`config.mk`:
```
export PLATFORM = sky130hd
export DESIGN_NAME = rd_fwft_stage
export DESIGN_NICKNAME = d
export VERILOG_FILES = /design/src/rtl/rd_fwft_stage.sv
export SDC_FILE = /design/constraint.sdc
export NUM_CORES = 1
export LEC_CHECK = 0
export CAP_MARGIN = 10
export CORE_MARGIN = 2
export CORE_UTILIZATION = 40
export DETAILED_ROUTE_END_ITERATION = 16
export PLACE_DENSITY = 0.66
export SLEW_MARGIN = 40
export SYNTH_ARGS = -nofsm -noshare
export SYNTH_HDL_FRONTEND = slang
export SYNTH_SLANG_ARGS = --single-unit
```
`constraint.sdc`:
```
create_clock -name RD_CLK -period 1.6 [get_ports RD_CLK]
set_clock_uncertainty 0.1 [all_clocks]
set_input_delay 0.4 -clock RD_CLK [delete_from_list [all_inputs] [get_ports RD_CLK]]
set_output_delay 0.4 -clock RD_CLK [all_outputs]
set_load 0.03 [all_outputs]
```
`src/rtl/rd_fwft_stage.sv`:
```
// Purpose : first-word-fall-through output stage for the async FIFO read side.
// Latency : first word on DOUT C_RAM_LAT+1 cycles after RD_EMPTY falls, then 1 word/cycle.
// Backpr. : credit-limited issue; DOUT held stable while DOUT_VALID & !DOUT_READY.
//
// Ports:
//   RD_CLK / RD_RST_N       read-domain clock, synchronous active-low reset
//   RD_EMPTY / RD_EN        empty flag in, read request out (RAM read enable)
//   RAM_DOUT                RAM read data, valid C_RAM_LAT cycles after RD_EN
//   DOUT / DOUT_VALID / DOUT_READY   valid/ready output stream
//   OUT_LEVEL               words held in the output buffer (in-flight reads excluded)
//
// C_RAM_LAT is legal in the range 1..2.

module rd_fwft_stage #(
    parameter  int C_WIDTH   = 64,
    parameter  int C_RAM_LAT = 1,
    localparam int C_BUF     = C_RAM_LAT + 1,
    localparam int C_CNT_W   = $clog2(C_BUF + 1)
) (
    input  logic               RD_CLK,
    input  logic               RD_RST_N,
    input  logic               RD_EMPTY,
    output logic               RD_EN,
    input  logic [C_WIDTH-1:0] RAM_DOUT,
    output logic [C_WIDTH-1:0] DOUT,
    output logic               DOUT_VALID,
    input  logic               DOUT_READY,
    output logic [C_CNT_W-1:0] OUT_LEVEL
);

    localparam int IDX_W = (C_BUF > 2) ? 2 : 1;

    // One bit per outstanding RAM read; the last stage marks the cycle its data is on RAM_DOUT.
    logic [C_RAM_LAT-1:0] pipe_q, pipe_d;
    logic [C_WIDTH-1:0]   store_q [C_BUF];
    logic [C_WIDTH-1:0]   store_d [C_BUF];
    logic [IDX_W-1:0]     rd_idx_q, rd_idx_d;
    logic [IDX_W-1:0]     wr_idx_q, wr_idx_d;
    logic [C_CNT_W-1:0]   occ_q, occ_d;
    logic [C_CNT_W-1:0]   inflight;
    logic                 push;
    logic                 pop;
    logic                 rd_en;

    // Indices wrap at C_BUF, which is not a power of two when C_RAM_LAT=2.
    function automatic logic [IDX_W-1:0] idx_inc(input logic [IDX_W-1:0] idx);
        if (idx == IDX_W'(C_BUF - 1)) begin
            return '0;
        end
        return idx + IDX_W'(1);
    endfunction

    always_comb begin
        inflight = '0;
        for (int i = 0; i < C_RAM_LAT; i++) begin
            inflight = inflight + C_CNT_W'(pipe_q[i]);
        end

        push = pipe_q[C_RAM_LAT-1];
        pop  = (occ_q != '0) && DOUT_READY;

        // Credit rule: buffered + in-flight never exceeds C_BUF. A same-cycle pop frees
        // a slot, so DOUT_READY feeds RD_EN combinationally to stream without bubbles.
        rd_en = RD_RST_N && !RD_EMPTY &&
                ((({1'b0, occ_q} + {1'b0, inflight}) < (C_CNT_W + 1)'(C_BUF)) || pop);

        pipe_d[0] = rd_en;
        for (int i = 1; i < C_RAM_LAT; i++) begin
            pipe_d[i] = pipe_q[i-1];
        end

        store_d = store_q;
        if (push) begin
            store_d[wr_idx_q] = RAM_DOUT;
        end

        wr_idx_d = push ? idx_inc(wr_idx_q) : wr_idx_q;
        rd_idx_d = pop  ? idx_inc(rd_idx_q) : rd_idx_q;
        occ_d    = occ_q + C_CNT_W'(push) - C_CNT_W'(pop);
    end

    // Reset drops buffered and in-flight words; the FIFO pointers reset with us.
    always_ff @(posedge RD_CLK) begin
        if (!RD_RST_N) begin
            pipe_q   <= '0;
            rd_idx_q <= '0;
            wr_idx_q <= '0;
            occ_q    <= '0;
            for (int i = 0; i < C_BUF; i++) begin
                store_q[i] <= '0;
            end
        end else begin
            pipe_q   <= pipe_d;
            rd_idx_q <= rd_idx_d;
            wr_idx_q <= wr_idx_d;
            occ_q    <= occ_d;
            store_q  <= store_d;
        end
    end

    // DOUT comes only from registered state: no combinational path from RAM_DOUT.
    assign RD_EN      = rd_en;
    assign DOUT_VALID = (occ_q != '0);
    assign DOUT       = store_q[rd_idx_q];
    assign OUT_LEVEL  = occ_q;

    // Simulation-only invariants of the credit scheme.
    always_ff @(posedge RD_CLK) begin
        if (RD_RST_N) begin
            assert (int'(occ_q) + int'(inflight) <= C_BUF);
            assert (!(rd_en && RD_EMPTY));
            assert (!(push && !pop && (int'(occ_q) == C_BUF)));
        end
    end

endmodule

```
==> results of run 1 <==
## stage by stage
stage	cell area [sq um]	setup TNS [ns]
after global routing	8100	-39.64
final	8100	-35.93
after floorplan	5910	0
after CTS	8070	-38.66
after global placement	7380	-29.03
after detailed placement	7380	-29.71
## path summary, 6_finish.rpt
check	startpoint	endpoint	slack (ns)	cells past startpoint
max	rd_idx_q	DOUT[16]	-0.61	3
min	store_q[64]	store_q[64]	0.35	2
max reg2reg	OUT_LEVEL[0]	OUT_LEVEL[0]	0.13	6
min reg2reg	store_q[64]	store_q[64]	0.35	2
## power by group through the flow
stage	clock network, mW	logic (mW)	registers [mW]
finish	3.75	2.50	3.64
global route	3.99	2.66	3.66
CTS	3.84	2.35	3.60
detailed placement	0	2.31	3.67
global placement	0	2.28	3.66
floorplan	0	1.47	3.68
## layout make-up
class,instances,area share (%)
Clock buffer,25,6.37
Clock inverter,7,0.850
Multi-Input combinational cell,471,36.0
Sequential cell,133,33.0
Tap cell,184,2.84
Timing Repair Buffer,157,21.0
## worst register-to-register path, stage by stage, from the launching register on
cell,delay [ns]
dfxtp_2,0.32
buf_6,0.12
buf_6,0.12
o21ai_2,0.17
xnor2_1,0.14
ha_1,0.24
and2_1,0.15
## Yosys cell counts
cell type,count,area (sq um)
and2b_1,1,7.51
clkbuf_4,2,15.0
nand2_1,257,965
mux2_2,64,721
and2_1,3,18.8
nor3b_1,2,15.0
nand2b_1,4,25.0
ha_1,1,12.5
a21boi_1,100,751
mux2i_1,1,10.0
buf_2,10,50.1
nor4bb_1,1,10.0
a21boi_2,20,225
or2_2,1,6.26
clkbuf_1,13,48.8
xnor2_1,2,17.5
dfxtp_1,133,2660
nand2_2,1,6.26
buf_4,10,75.1
buf_6,15,169
a21oi_1,2,10.0
o21ai_0,1,5.00
a21boi_0,9,67.6
nor2_1,1,3.75
## layer usage
metal | routed length, um | vias up
li1 | - | 2395
met1 | 6760 | 2358
met2 | 7390 | 132
met3 | 757 | 7
met4 | 110 | 0
met5 | 0 | -
## flip-flops by register name, summed over array words and instances (netlist names)
signal	count
OUT_LEVEL	2
wr_idx_q	1
store_q	128
pipe_q	1
rd_idx_q	1
## repair_timing
action / CTS / global route
hold buffers: 0 / 0
setup buffers: 2 / 3
resized for setup: 201 / 41
pin swaps: 3 / 1
setup endpoints to repair: 67 / 72
cloned: 0 / 2
## cell families (layout without fill, tap and decap cells)
| logic type | Yosys count | after routing | share of synthesized area (%) |
|---|---|---|---|
| and+or+nand+nor | 271 | 271 | 17.9 |
| adders and majority gates | 1 | 1 | 0.212 |
| muxes | 65 | 65 | 12.4 |
| AOI/OAI and AO/OA | 132 | 132 | 18.0 |
| xor gates and xnor gates | 2 | 2 | 0.297 |
| DFF | 133 | 133 | 45.2 |
| buffers and inverters | 50 | 189 | 6.07 |
==> out/results.md, run 1 <==
| Step | Quantity | Value |
| --- | --- | --- |
| floorplanning | Die boundary width | 125 um |
| final layout | Number of antenna repair diodes | 0 |
| floorplanning | Effective utilization at floorplan | 40.7% |
| final layout | Signed area change from the synthesized netlist to the final layout | 37.3% |
| global routing | Antenna violations before repair | 0 |
| critical path | CP startpoint kind | register |
| critical path | Dominant delay contributor by cell family on the critical path | buffers and inverters |
| place | Estimated wirelength of the detail-placed design | 9220 um |
| pwr | Net load switching power | 2.78 mW |
| clock tree | Root cell of the clock tree | clkbuf_16 |
| final layout | Multi-input combinational cell area | 2920 sq um |
| global routing | Grt peak-use layer | met2 |
| yosys | Portion of the post-synthesis area used by sequential elements | 45.2% |
| place | Pre-CTS worst setup slack | -0.487 ns |
| final layout | Final standard cell count with taps included and fillers excluded | 977 |
| pwr | Maximum vdd drop | 758 uV |
| routing | Residual DRC count | 0 |
| pwr | Share of total power in sequential cells | 36.8% |
| floorplanning | DIE AREA | 15,700 sq um |
| yosys | FF+latch count, synth | 133 |
| yosys | Synthesized Nets | 723 |
| global routing | Met2 Use GR | 33.2% |
| critical path | Worst Setup Path Type | register to primary output |
| final layout | Core occupancy in the finished layout | 55.9% |
| clock tree | TritonCTS clock tree | built |
| critical path | Worst path bufs/invs | 2 |
| global routing | Remaining global-route overflow | 0 |
| clock tree | Clock-pin slew of the registers on the worst-case setup and hold paths | 0.05 ns |
| clock tree | Number of buffers between clock root and the deepest sink | 2 |
| routing | Detail-routed net length per standard cell | 15.4 um |
| critical path | Endpoint arrival time on the critical path | 1.71 ns |
| pwr | Power consumption | 9.90 mW |
| pwr | Static leakage power | 3.00 nW |
| global routing | Pin count of the biggest net entering global routing | 135 |
| floorplanning | Y dimension of the die | 125 um |
| global routing | GRT Total Usage | 19.0% |
| floorplanning | Standard-cell rows | 44 |
| global routing | Met1 track utilization from global routing | 22.1% |
| global routing | Met3 Track Usage GR | 5.73% |
| yosys | Count of yosys warnings during synthesis | 0 |
| routing | First-pass iteration count of the detailed router | 4 |
| pwr | Areal power density over the cells | 1220 nW/um^2 |
| sta | Worst-margin pin slew | 0.456 ns |
| routing | Final wirelength | 15,000 um |
| yosys | Syn Std Cell Area | 5900 sq um |
| place | Weighted congestion at the end of routability-driven global placement | 0.771 |
| clock tree | Latest clock arrival within the worst-skew pair | 0.41 ns |
| sta | Max Fclk | 453 MHz |
| final layout | Most frequent standard cell in the layout excluding fill and tap cells | nand2_1 |
| yosys | Number of distinct standard cells referenced by the synthesized netlist | 24 |
| critical path | Sequence of cells on the critical path | clkbuf_16, mux2_2, clkdlybuf4s15_2 |
| pwr | Net switching fraction of the power | 28.1% |
| place | Inst Count DP | 938 |
| sta | Final hold violation count | 0 |
| sta | Worst setup margin | -0.607 ns |
| final layout | Share of cells above drive strength 1 | 27.5% |
| final layout | Most used cells in the layout excluding fill and tap cells | nand2_1, dfxtp_1, a21boi_1 |
| critical path | Worst-path cell with the longest stage delay | dfxtp_4 |
| yosys | Average instance area after synthesis | 9.02 sq um |
| floorplanning | I/O pins | 136 |
| final layout | Area taken by flip-flops and latches | 2670 sq um |
| sta | Headroom to the max-slew limit | 69.6% |
| routing | Number of vias in the routed layout | 4,892 |
| final layout | Fill cell count | 1,266 |
| global routing | Number of global-route vias before repair | 5,078 |
| sta | Total of endpoints with negative setup slack in the final report | 66 |
| global routing | First-pass GRT wire length | 24,200 um |
| status | Outcome | finished, violations left |
| final layout | Nets | 849 |
| routing | Routed Antenna Nets | 0 |
| sta | Final Hold Slack | 0.350 ns |
| routing | DRT iter0 DRCs | 253 |
| critical path | Largest incremental delay on the critical path | 0.43 ns |
| sta | Unrepaired setup endpoints after global routing | true |
| sta | Number of slew-limit violations in the final report | 0 |
| floorplanning | Core region area | 14,500 sq um |
| critical path | Maximum net fanout on the critical path | 17 |
| yosys | Synthesized instance count | 654 |
| critical path | Required arrival time at the worst endpoint | 1.10 ns |
| job | # Max-Cap Violations | 0 |
| place | PortBufs | 135 |
| sta | Final period demand of the worst path | 2.21 ns |
| clock tree | H-tree Lvls | 4 |
| pwr | Internal | 7.12 mW |
| sta | Post-route fraction of the period consumed by the critical path | 138% |
| status | Violations in the final reports | negative setup slack |
| pwr | Clock share of power | 37.9% |
| clock tree | Clock sink total | 133 |
| hold path | Type of the most critical hold path | register to register |
| pwr | Share of power burned in combinational logic | 25.3% |
| clock tree | Number of buffers added by the clock tree synthesis step | 17 |
| critical path | CP Capture Type | primary output |
| routing | Avg Vias per Cell | 5.01 |
Power figures use the tool's default switching activity.
==> run 2, diff against run 1 <==
--- a/config.mk
+++ b/config.mk
@@ -10,6 +10,7 @@
 export CORE_UTILIZATION = 40
 export DETAILED_ROUTE_END_ITERATION = 16
 export PLACE_DENSITY = 0.66
+export SKIP_CTS_REPAIR_TIMING = 1
 export SLEW_MARGIN = 40
 export SYNTH_ARGS = -nofsm -noshare
 export SYNTH_HDL_FRONTEND = slang
==> constraint.sdc (replaced) <==
create_clock -name RD_CLK -period 2.07 [get_ports RD_CLK]
set_clock_uncertainty 0.1 [all_clocks]
set_input_delay 0.5175 -clock RD_CLK [delete_from_list [all_inputs] [get_ports RD_CLK]]
set_output_delay 0.5175 -clock RD_CLK [all_outputs]
set_load 0.03 [all_outputs]
==> run 2 against run 1 <==
Compared with the run above:
- the run still ends with negative setup slack left
- die area is the same
- sequential cell count stayed put
- via count increased by 0.67%
- critical path type unchanged
- largest power group unchanged
- highest routed layer unchanged
==> out/results.md, run 2 (synthesis results as in run 1) <==
| Step | Quantity | Value | Delta |
| --- | --- | --- | --- |
| clock tree | Number of buffers between clock root and the deepest sink | 2 | unchanged |
| sta | Max Fclk | 439 MHz |  |
| final layout | Fill cell count | 1,227 | -3.1% |
| pwr | Power consumption | 8.15 mW | -18% |
| final layout | Area taken by flip-flops and latches | 2670 sq um | about the same |
| pwr | Share of total power in sequential cells | 34.5% | -2.3 points |
| final layout | Multi-input combinational cell area | 3060 sq um | +5.0% |
| status | Outcome | finished, violations left |  |
| sta | Unrepaired setup endpoints after global routing | true |  |
| clock tree | H-tree Lvls | 4 | unchanged |
| global routing | GRT Total Usage | 18.7% | -0.30 points |
| critical path | CP startpoint kind | register |  |
| job | # Max-Cap Violations | 0 | unchanged |
| pwr | Static leakage power | 3.30 nW | +9.9% |
| clock tree | TritonCTS clock tree | built |  |
| global routing | First-pass GRT wire length | 23,800 um | -1.6% |
| final layout | Share of cells above drive strength 1 | 27.9% | +0.39 points |
| routing | First-pass iteration count of the detailed router | 7 | +3 |
| routing | Residual DRC count | 0 | unchanged |
| critical path | Startpoint of the worst register-to-register path | pipe_q |  |
| critical path | Worst setup slack for register-to-register paths | 0.61 ns | +0.48 ns |
| floorplanning | DIE AREA | 15,700 sq um | unchanged |
| routing | Avg Vias per Cell | 4.97 | -0.75% |
| sta | Worst setup margin | -0.208 ns | +0.399 ns |
| place | Pre-CTS worst setup slack | -0.150 ns | +0.337 ns |
| critical path | Worst-path cell with the longest stage delay | dfxtp_4 |  |
| hold path | Hold wc startpoint | store_q[80] |  |
| floorplanning | Effective utilization at floorplan | 40.7% | unchanged |
| clock tree | Root cell of the clock tree | clkbuf_16 |  |
| final layout | Signed area change from the synthesized netlist to the final layout | 42.0% |  |
| routing | Final wirelength | 15,500 um | +3.1% |
| clock tree | Clock-pin slew of the registers on the worst-case setup and hold paths | 0.05 ns | about the same |
| hold path | Type of the most critical hold path | register to register |  |
| floorplanning | I/O pins | 136 | unchanged |
| pwr | Share of power burned in combinational logic | 28.3% | +3.0 points |
| sta | Total of endpoints with negative setup slack in the final report | 63 | -4.5% |
| critical path | Reg2reg path depth | 4 | -2 |
| critical path | Largest incremental delay on the critical path | 0.37 ns | -0.06 ns |
| critical path | Endpoint arrival time on the critical path | 1.66 ns | -0.05 ns |
| floorplanning | Die boundary width | 125 um | unchanged |
| hold path | End point of the most critical hold path | store_q[80] |  |
| floorplanning | Core region area | 14,500 sq um | unchanged |
| hold path | Worst Hold Depth | 2 | unchanged |
| pwr | Areal power density over the cells | 973 nW/um^2 | -20% |
| critical path | Worst flop-to-flop path endpoint | store_q[117] |  |
| final layout | Most frequent standard cell in the layout excluding fill and tap cells | nand2_1 |  |
| pwr | Internal | 5.88 mW | -17% |
| routing | DRT iter0 DRCs | 327 | +29% |
| pwr | Net switching fraction of the power | 27.9% | -0.23 points |
| routing | Routed Antenna Nets | 0 | unchanged |
| pwr | Net load switching power | 2.27 mW | -18% |
| pwr | Maximum vdd drop | 515 uV | -32% |
| final layout | Number of antenna repair diodes | 0 | unchanged |
| place | Weighted congestion at the end of routability-driven global placement | 0.727 | -5.7% |
| critical path | Sequence of cells on the critical path | buf_12, clkbuf_16, buf_4, mux2_4, buf_6 |  |
| sta | Final hold violation count | 0 | unchanged |
| critical path | Required arrival time at the worst endpoint | 1.45 ns | +0.35 ns |
| place | Estimated wirelength of the detail-placed design | 8760 um | -5.0% |
| place | PortBufs | 135 | unchanged |
| global routing | Number of global-route vias before repair | 4,835 | -4.8% |
| sta | Number of slew-limit violations in the final report | 0 | unchanged |
| sta | Final period demand of the worst path | 2.28 ns |  |
| critical path | Dominant delay contributor by cell family on the critical path | buffers and inverters |  |
| global routing | Antenna violations before repair | 0 | unchanged |
| critical path | Worst Setup Path Type | register to primary output |  |
| clock tree | Clock sink total | 133 | unchanged |
| floorplanning | Y dimension of the die | 125 um | unchanged |
| clock tree | Latest clock arrival within the worst-skew pair | 0.41 ns | about the same |
| sta | Post-route fraction of the period consumed by the critical path | 110% |  |
| clock tree | Number of buffers added by the clock tree synthesis step | 17 | unchanged |
| routing | Number of vias in the routed layout | 4,925 | +0.67% |
| sta | Headroom to the max-slew limit | 69.4% | -0.26 points |
| final layout | Largest reg by FF count | store_q |  |
| sta | Worst-margin pin slew | 0.460 ns | +0.00384 ns |
| critical path | Worst path bufs/invs | 4 | +2 |
| routing | Detail-routed net length per standard cell | 15.6 um | +1.7% |
| pwr | Clock share of power | 37.3% | -0.6 points |
| critical path | Maximum net fanout on the critical path | 8 | -9 |
| global routing | Pin count of the biggest net entering global routing | 135 | unchanged |
| final layout | Nets | 863 | +1.6% |
| critical path | CP Capture Type | primary output |  |
| floorplanning | Standard-cell rows | 44 | unchanged |
| global routing | Remaining global-route overflow | 0 | unchanged |
| status | Violations in the final reports | negative setup slack |  |
| final layout | Max reg flops | 128 | unchanged |
| final layout | Most used cells in the layout excluding fill and tap cells | nand2_1, dfxtp_1, a21boi_1 |  |
-- run 2: cell count changes in the layout (fill, tap and decap cells not counted), moves of 2 or more --
cell and delta:
buf_2 -5, mux2_4 +46, mux2_2 -46, dfxtp_1 +2, buf_6 +50, buf_4 +18, buf_12 -2, dlymetal6s2s_1 +3
clkdlybuf4s15_2 -50, dfxtp_2 -2
-- run 2: area by class of cell --
| type | instances | share of cell area, % |
|---|---|---|
| clock inverter | 8 | 1.14 |
| tap | 184 | 2.75 |
| timing repair buffer | 171 | 21.6 |
| multi-input combinational | 471 | 36.6 |
| sequential | 133 | 31.9 |
| clock buffer | 24 | 6.11 |
-- run 2: worst max path at each step --
stage | startpoint | endpoint | slack (ns) | depth (start not counted)
after floorplan | RD_RST_N | RD_EN | 0.19 | 3
after global placement | rd_idx_q | DOUT[29] | -0.14 | 3
after detailed placement | rd_idx_q | DOUT[33] | -0.15 | 3
after CTS | rd_idx_q | DOUT[29] | -0.60 | 3
after global routing | rd_idx_q | DOUT[43] | -0.24 | 5
final | rd_idx_q | DOUT[38] | -0.21 | 5
-- run 2: tightest hold or removal path, delay by kind of cell (launching register included) --
family	cells	cell delay [ns]
flip-flops	1	0.30
AND/OR/NAND/NOR	1	0.05
AO/OA/AOI/OAI	1	0.05
-- run 2: through the flow --
step	setup TNS, ns	instances	utilization [%]	area (sq um)	hold slack [ns]
final	-6.83	991	57.8	8370	0.351
after global routing	-9.05	991	57.8	8370	0.370
after CTS	-34.28	968	54.4	7880	0.351
after detailed placement	-6.19	936	50.2	7270	0.342
after global placement	-5.26	936	50.2	7270	0.337
after floorplan	0	654	-	5900	0.332
-- run 2: power groups by stage --
stage,logic (mW),registers (mW),clock network [mW]
after floorplan,1.13,2.84,0
after global placement,1.71,2.84,0
after detailed placement,1.73,2.85,0
after CTS,1.74,2.80,3.09
after global routing,2.44,2.82,3.19
final,2.30,2.81,3.04
-- run 2: per-layer routing --
layer  up-vias  track usage, %  routed length [um]
met5         -               0                   0
met4         0            6.34                 141
met3        14            5.05                 834
met2       118            31.7                7700
met1      2373            23.0                6820
li1       2420               -                   -
==> run 3, diff against run 2 <==
--- a/config.mk
+++ b/config.mk
@@ -5,11 +5,12 @@
 export SDC_FILE = /design/constraint.sdc
 export NUM_CORES = 1
 export LEC_CHECK = 0
+export ABC_AREA = 1
 export CAP_MARGIN = 10
-export CORE_MARGIN = 2
+export CORE_MARGIN = 4
 export CORE_UTILIZATION = 40
 export DETAILED_ROUTE_END_ITERATION = 16
-export PLACE_DENSITY = 0.66
+export PLACE_DENSITY = 0.67
 export SKIP_CTS_REPAIR_TIMING = 1
 export SLEW_MARGIN = 40
 export SYNTH_ARGS = -nofsm -noshare
==> run 3 against run 2 <==
Compared with the run above:
- the run now ends clean
- via count is 4.9% higher
- core utilization is 2.2 points lower
- largest power group is now registers
- sequential share of layout area is 4.2 points higher
- non-clock buffer count is 18 lower
- critical endpoint is now OUT_LEVEL[0]
- die area is 0.95% lower
- count of clock-buffer cells in the layout is 3 higher
- synthesized cell count is 22% higher
- power is 4.6% higher
- wire length is 6.4% lower
- hold slack worse by 0.050 ns
- first-iteration DRC count is 12% higher
==> out/results.md, run 3 <==
| Step | Quantity | Value | Delta |
| --- | --- | --- | --- |
| status | Outcome | complete, no violations |  |
| pwr | Static leakage power | 3.28 nW | -0.65% |
| floorplanning | Standard-cell rows | 42 | -4.5% |
| routing | First-pass iteration count of the detailed router | 4 | -3 |
| yosys | Number of distinct standard cells referenced by the synthesized netlist | 16 | -33% |
| critical path | Worst path bufs/invs | 1 | -3 |
| yosys | Count of yosys warnings during synthesis | 0 | unchanged |
| sta | Headroom to the max-slew limit | 67.7% | -1.6 points |
| global routing | Remaining global-route overflow | 0 | unchanged |
| sta | Total of endpoints with negative setup slack in the final report | 0 | -100% |
| yosys | Synthesized Nets | 865 | +20% |
| sta | Max Fclk | 492 MHz | +12% |
| final layout | Area taken by flip-flops and latches | 2670 sq um | about the same |
| critical path | Endpoint arrival time on the critical path | 1.41 ns | -0.25 ns |
| critical path | Worst-path cell with the longest stage delay | clkdlybuf4s50_1 |  |
| floorplanning | Y dimension of the die | 125 um | -0.47% |
| place | PortBufs | 135 | unchanged |
| routing | DRT iter0 DRCs | 367 | +12% |
| sta | Final hold violation count | 0 | unchanged |
| routing | Final wirelength | 14,500 um | -6.4% |
| yosys | FF+latch count, synth | 133 | unchanged |
| global routing | Number of global-route vias before repair | 4,807 | -0.58% |
| place | Inst Count DP | 1,068 | +14% |
| yosys | EDFF count, synth | 0 | unchanged |
| sta | Unrepaired setup endpoints after global routing | true |  |
| final layout | Largest reg by FF count | store_q |  |
| routing | Detail-routed net length per standard cell | 13.1 um | -16% |
| sta | Number of slew-limit violations in the final report | 0 | unchanged |
| routing | Avg Vias per Cell | 4.69 | -5.7% |
| yosys | Cell with the most instances after synthesis | nor2_1 |  |
| global routing | Pin count of the biggest net entering global routing | 133 | -1.5% |
| yosys | Share of async-settable or async-resettable flops after synthesis | 0% | unchanged |
| yosys | Leading area contributor after synthesis | dfxtp_1 |  |
| critical path | Maximum net fanout on the critical path | 3 | -5 |
| sta | Final period demand of the worst path | 2.03 ns | -0.246 ns |
| critical path | Dominant delay contributor by cell family on the critical path | buffers and inverters |  |
| yosys | Syn Std Cell Area | 5460 sq um | -7.4% |
| clock tree | Root cell of the clock tree | clkbuf_16 |  |
| global routing | GRT Total Usage | 18.3% | -0.39 points |
| critical path | Worst Setup Path Type | register to primary output |  |
| clock tree | Number of buffers between clock root and the deepest sink | 2 | unchanged |
| floorplanning | Core region area | 13,300 sq um | -8.2% |
| place | Estimated wirelength of the detail-placed design | 8570 um | -2.2% |
| global routing | First-pass GRT wire length | 23,300 um | -2.0% |
| clock tree | H-tree Lvls | 4 | unchanged |
| clock tree | Clock sink total | 133 | unchanged |
| final layout | Signed area change from the synthesized netlist to the final layout | 35.5% |  |
| hold path | Type of the most critical hold path | input port to register |  |
| clock tree | Latest clock arrival within the worst-skew pair | 0.41 ns | about the same |
| final layout | Most used cells in the layout excluding fill and tap cells | nor2_1, nand2_1, dfxtp_1 |  |
| critical path | CP startpoint kind | register |  |
| final layout | Most frequent standard cell in the layout excluding fill and tap cells | nor2_1 |  |
| critical path | Largest incremental delay on the critical path | 0.67 ns | +0.30 ns |
| yosys | Commonest cells in the netlist | nor2_1, nand2_1, dfxtp_1 |  |
| place | Weighted congestion at the end of routability-driven global placement | 0.696 | -4.2% |
| yosys | Portion of the post-synthesis area used by sequential elements | 48.8% | +3.6 points |
| critical path | Required arrival time at the worst endpoint | 1.45 ns | about the same |
| pwr | Areal power density over the cells | 1150 nW/um^2 | +18% |
| pwr | Power consumption | 8.53 mW | +4.6% |
| routing | Routed Antenna Nets | 0 | unchanged |
| sta | Post-route fraction of the period consumed by the critical path | 98.1% | -12 points |
| floorplanning | Die boundary width | 125 um | -0.47% |
| yosys | Top cells by area in the synthesized netlist | dfxtp_1, nor2_1, nand2_1, o21ai_0, buf_6 |  |
| sta | Worst-margin pin slew | 0.484 ns | +0.0243 ns |
| clock tree | TritonCTS clock tree | built |  |
| yosys | Synthesized instance count | 796 | +22% |
| critical path | Sequence of cells on the critical path | clkdlybuf4s50_1 |  |
| critical path | CP Capture Type | primary output |  |
| pwr | Maximum vdd drop | 540 uV | +4.8% |
| clock tree | Clock-pin slew of the registers on the worst-case setup and hold paths | 0.05 ns | about the same |
| floorplanning | DIE AREA | 15,600 sq um | -0.95% |
| routing | Number of vias in the routed layout | 5,168 | +4.9% |
| final layout | Max reg flops | 128 | unchanged |
| yosys | Leading register cell type out of synthesis | dfxtp_1 |  |
| yosys | Fraction of synthesized cell area taken by the top area cell type | 48.8% | +3.6 points |
| final layout | Nets | 984 | +14% |
| final layout | Share of cells above drive strength 1 | 13.5% | -14 points |
| job | # Max-Cap Violations | 0 | unchanged |
| yosys | Average instance area after synthesis | 6.86 sq um | -24% |
| clock tree | Number of buffers added by the clock tree synthesis step | 17 | unchanged |
| routing | Residual DRC count | 0 | unchanged |
| floorplanning | I/O pins | 136 | unchanged |
| final layout | Number of antenna repair diodes | 0 | unchanged |
| final layout | Final standard cell count with taps included and fillers excluded | 1,103 | +11% |
| global routing | Antenna violations before repair | 0 | unchanged |
| floorplanning | Effective utilization at floorplan | 41.1% | +0.33 points |
| final layout | Multi-input combinational cell area | 2450 sq um | -20% |
| final layout | Fill cell count | 1,357 | +11% |
## run 3: cell types whose count changed after synthesis, moves of 20 or more
cell      change
o21ai_1      +21
a21boi_2     -20
mux2_2       -64
o21ai_0     +109
nor2_1      +258
nand2_1      -54
a21boi_1    -100
## run 3: cell families (layout without fill, tap and decap cells)
| group | after synthesis | in the layout | share of synthesized area, % |
|---|---|---|---|
| AOI/OAI and AO/OA | 134 | 134 | 12.3 |
| DFF | 133 | 133 | 48.8 |
| and+or+nand+nor | 465 | 465 | 32.1 |
| adders and majority gates | 1 | 1 | 0.229 |
| buffers and inverters | 63 | 194 | 6.62 |
## run 3: stage by stage
step | area [sq um] | utilization (%) | setup slack [ns] | hold slack (ns) | TNS (ns)
final | 7390 | 55.6 | 0.0384 | 0.301 | 0
after global routing | 7390 | 55.6 | -0.0165 | 0.293 | -0.0214
after CTS | 7260 | 54.6 | -0.235 | 0.295 | -1.01
after detailed placement | 6720 | 50.6 | 0.0149 | 0.347 | 0
after global placement | 6720 | 50.6 | 0.00935 | 0.339 | 0
after floorplan | 5460 | - | 0.0103 | 0.324 | 0
## run 3: where the power goes
group / internal (mW) / total [mW] / switching (mW) / leakage (nW)
Sequential: 2.88 / 3.04 / 0.162 / 1.09
Clock: 1.67 / 2.71 / 1.03 / 0.267
Combinational: 1.07 / 2.78 / 1.71 / 1.92
Total: 5.62 / 8.53 / 2.90 / 3.28
## run 3: per-layer routing
| layer | global-route usage (%) | share of wire, % | vias to the layer above |
|---|---|---|---|
| li1 | - | - | 2732 |
| met1 | 22.9 | 46 | 2282 |
| met2 | 30.3 | 46 | 138 |
| met3 | 4.93 | 6.5 | 16 |
| met4 | 6.63 | 1.6 | 0 |
| met5 | 0 | 0 | - |
## run 3: layout make-up
type / instances / area share [%]
clock inverter: 4 / 0.271
inverter: 10 / 0.575
multi-input combinational: 600 / 33.1
sequential: 133 / 36.1
timing repair buffer: 153 / 20.0
clock buffer: 27 / 6.94
tap: 176 / 2.98
## run 3: tightest hold or removal path, delay by kind of cell
family / cells / cell delay, ns
buffers and inverters: 1 / 0.12
AND/OR/NAND/NOR: 2 / 0.13
## run 3: path summary, 6_finish.rpt
kind | from | endpoint | slack (ns) | cells past startpoint
worst min-delay path | RD_RST_N | pipe_q | 0.30 | 3
worst min register to register | store_q[93] | store_q[93] | 0.36 | 2
worst max-delay path | OUT_LEVEL[0] | OUT_LEVEL[0] | 0.04 | 1
worst max register to register | OUT_LEVEL[0] | OUT_LEVEL[1] | 0.54 | 13
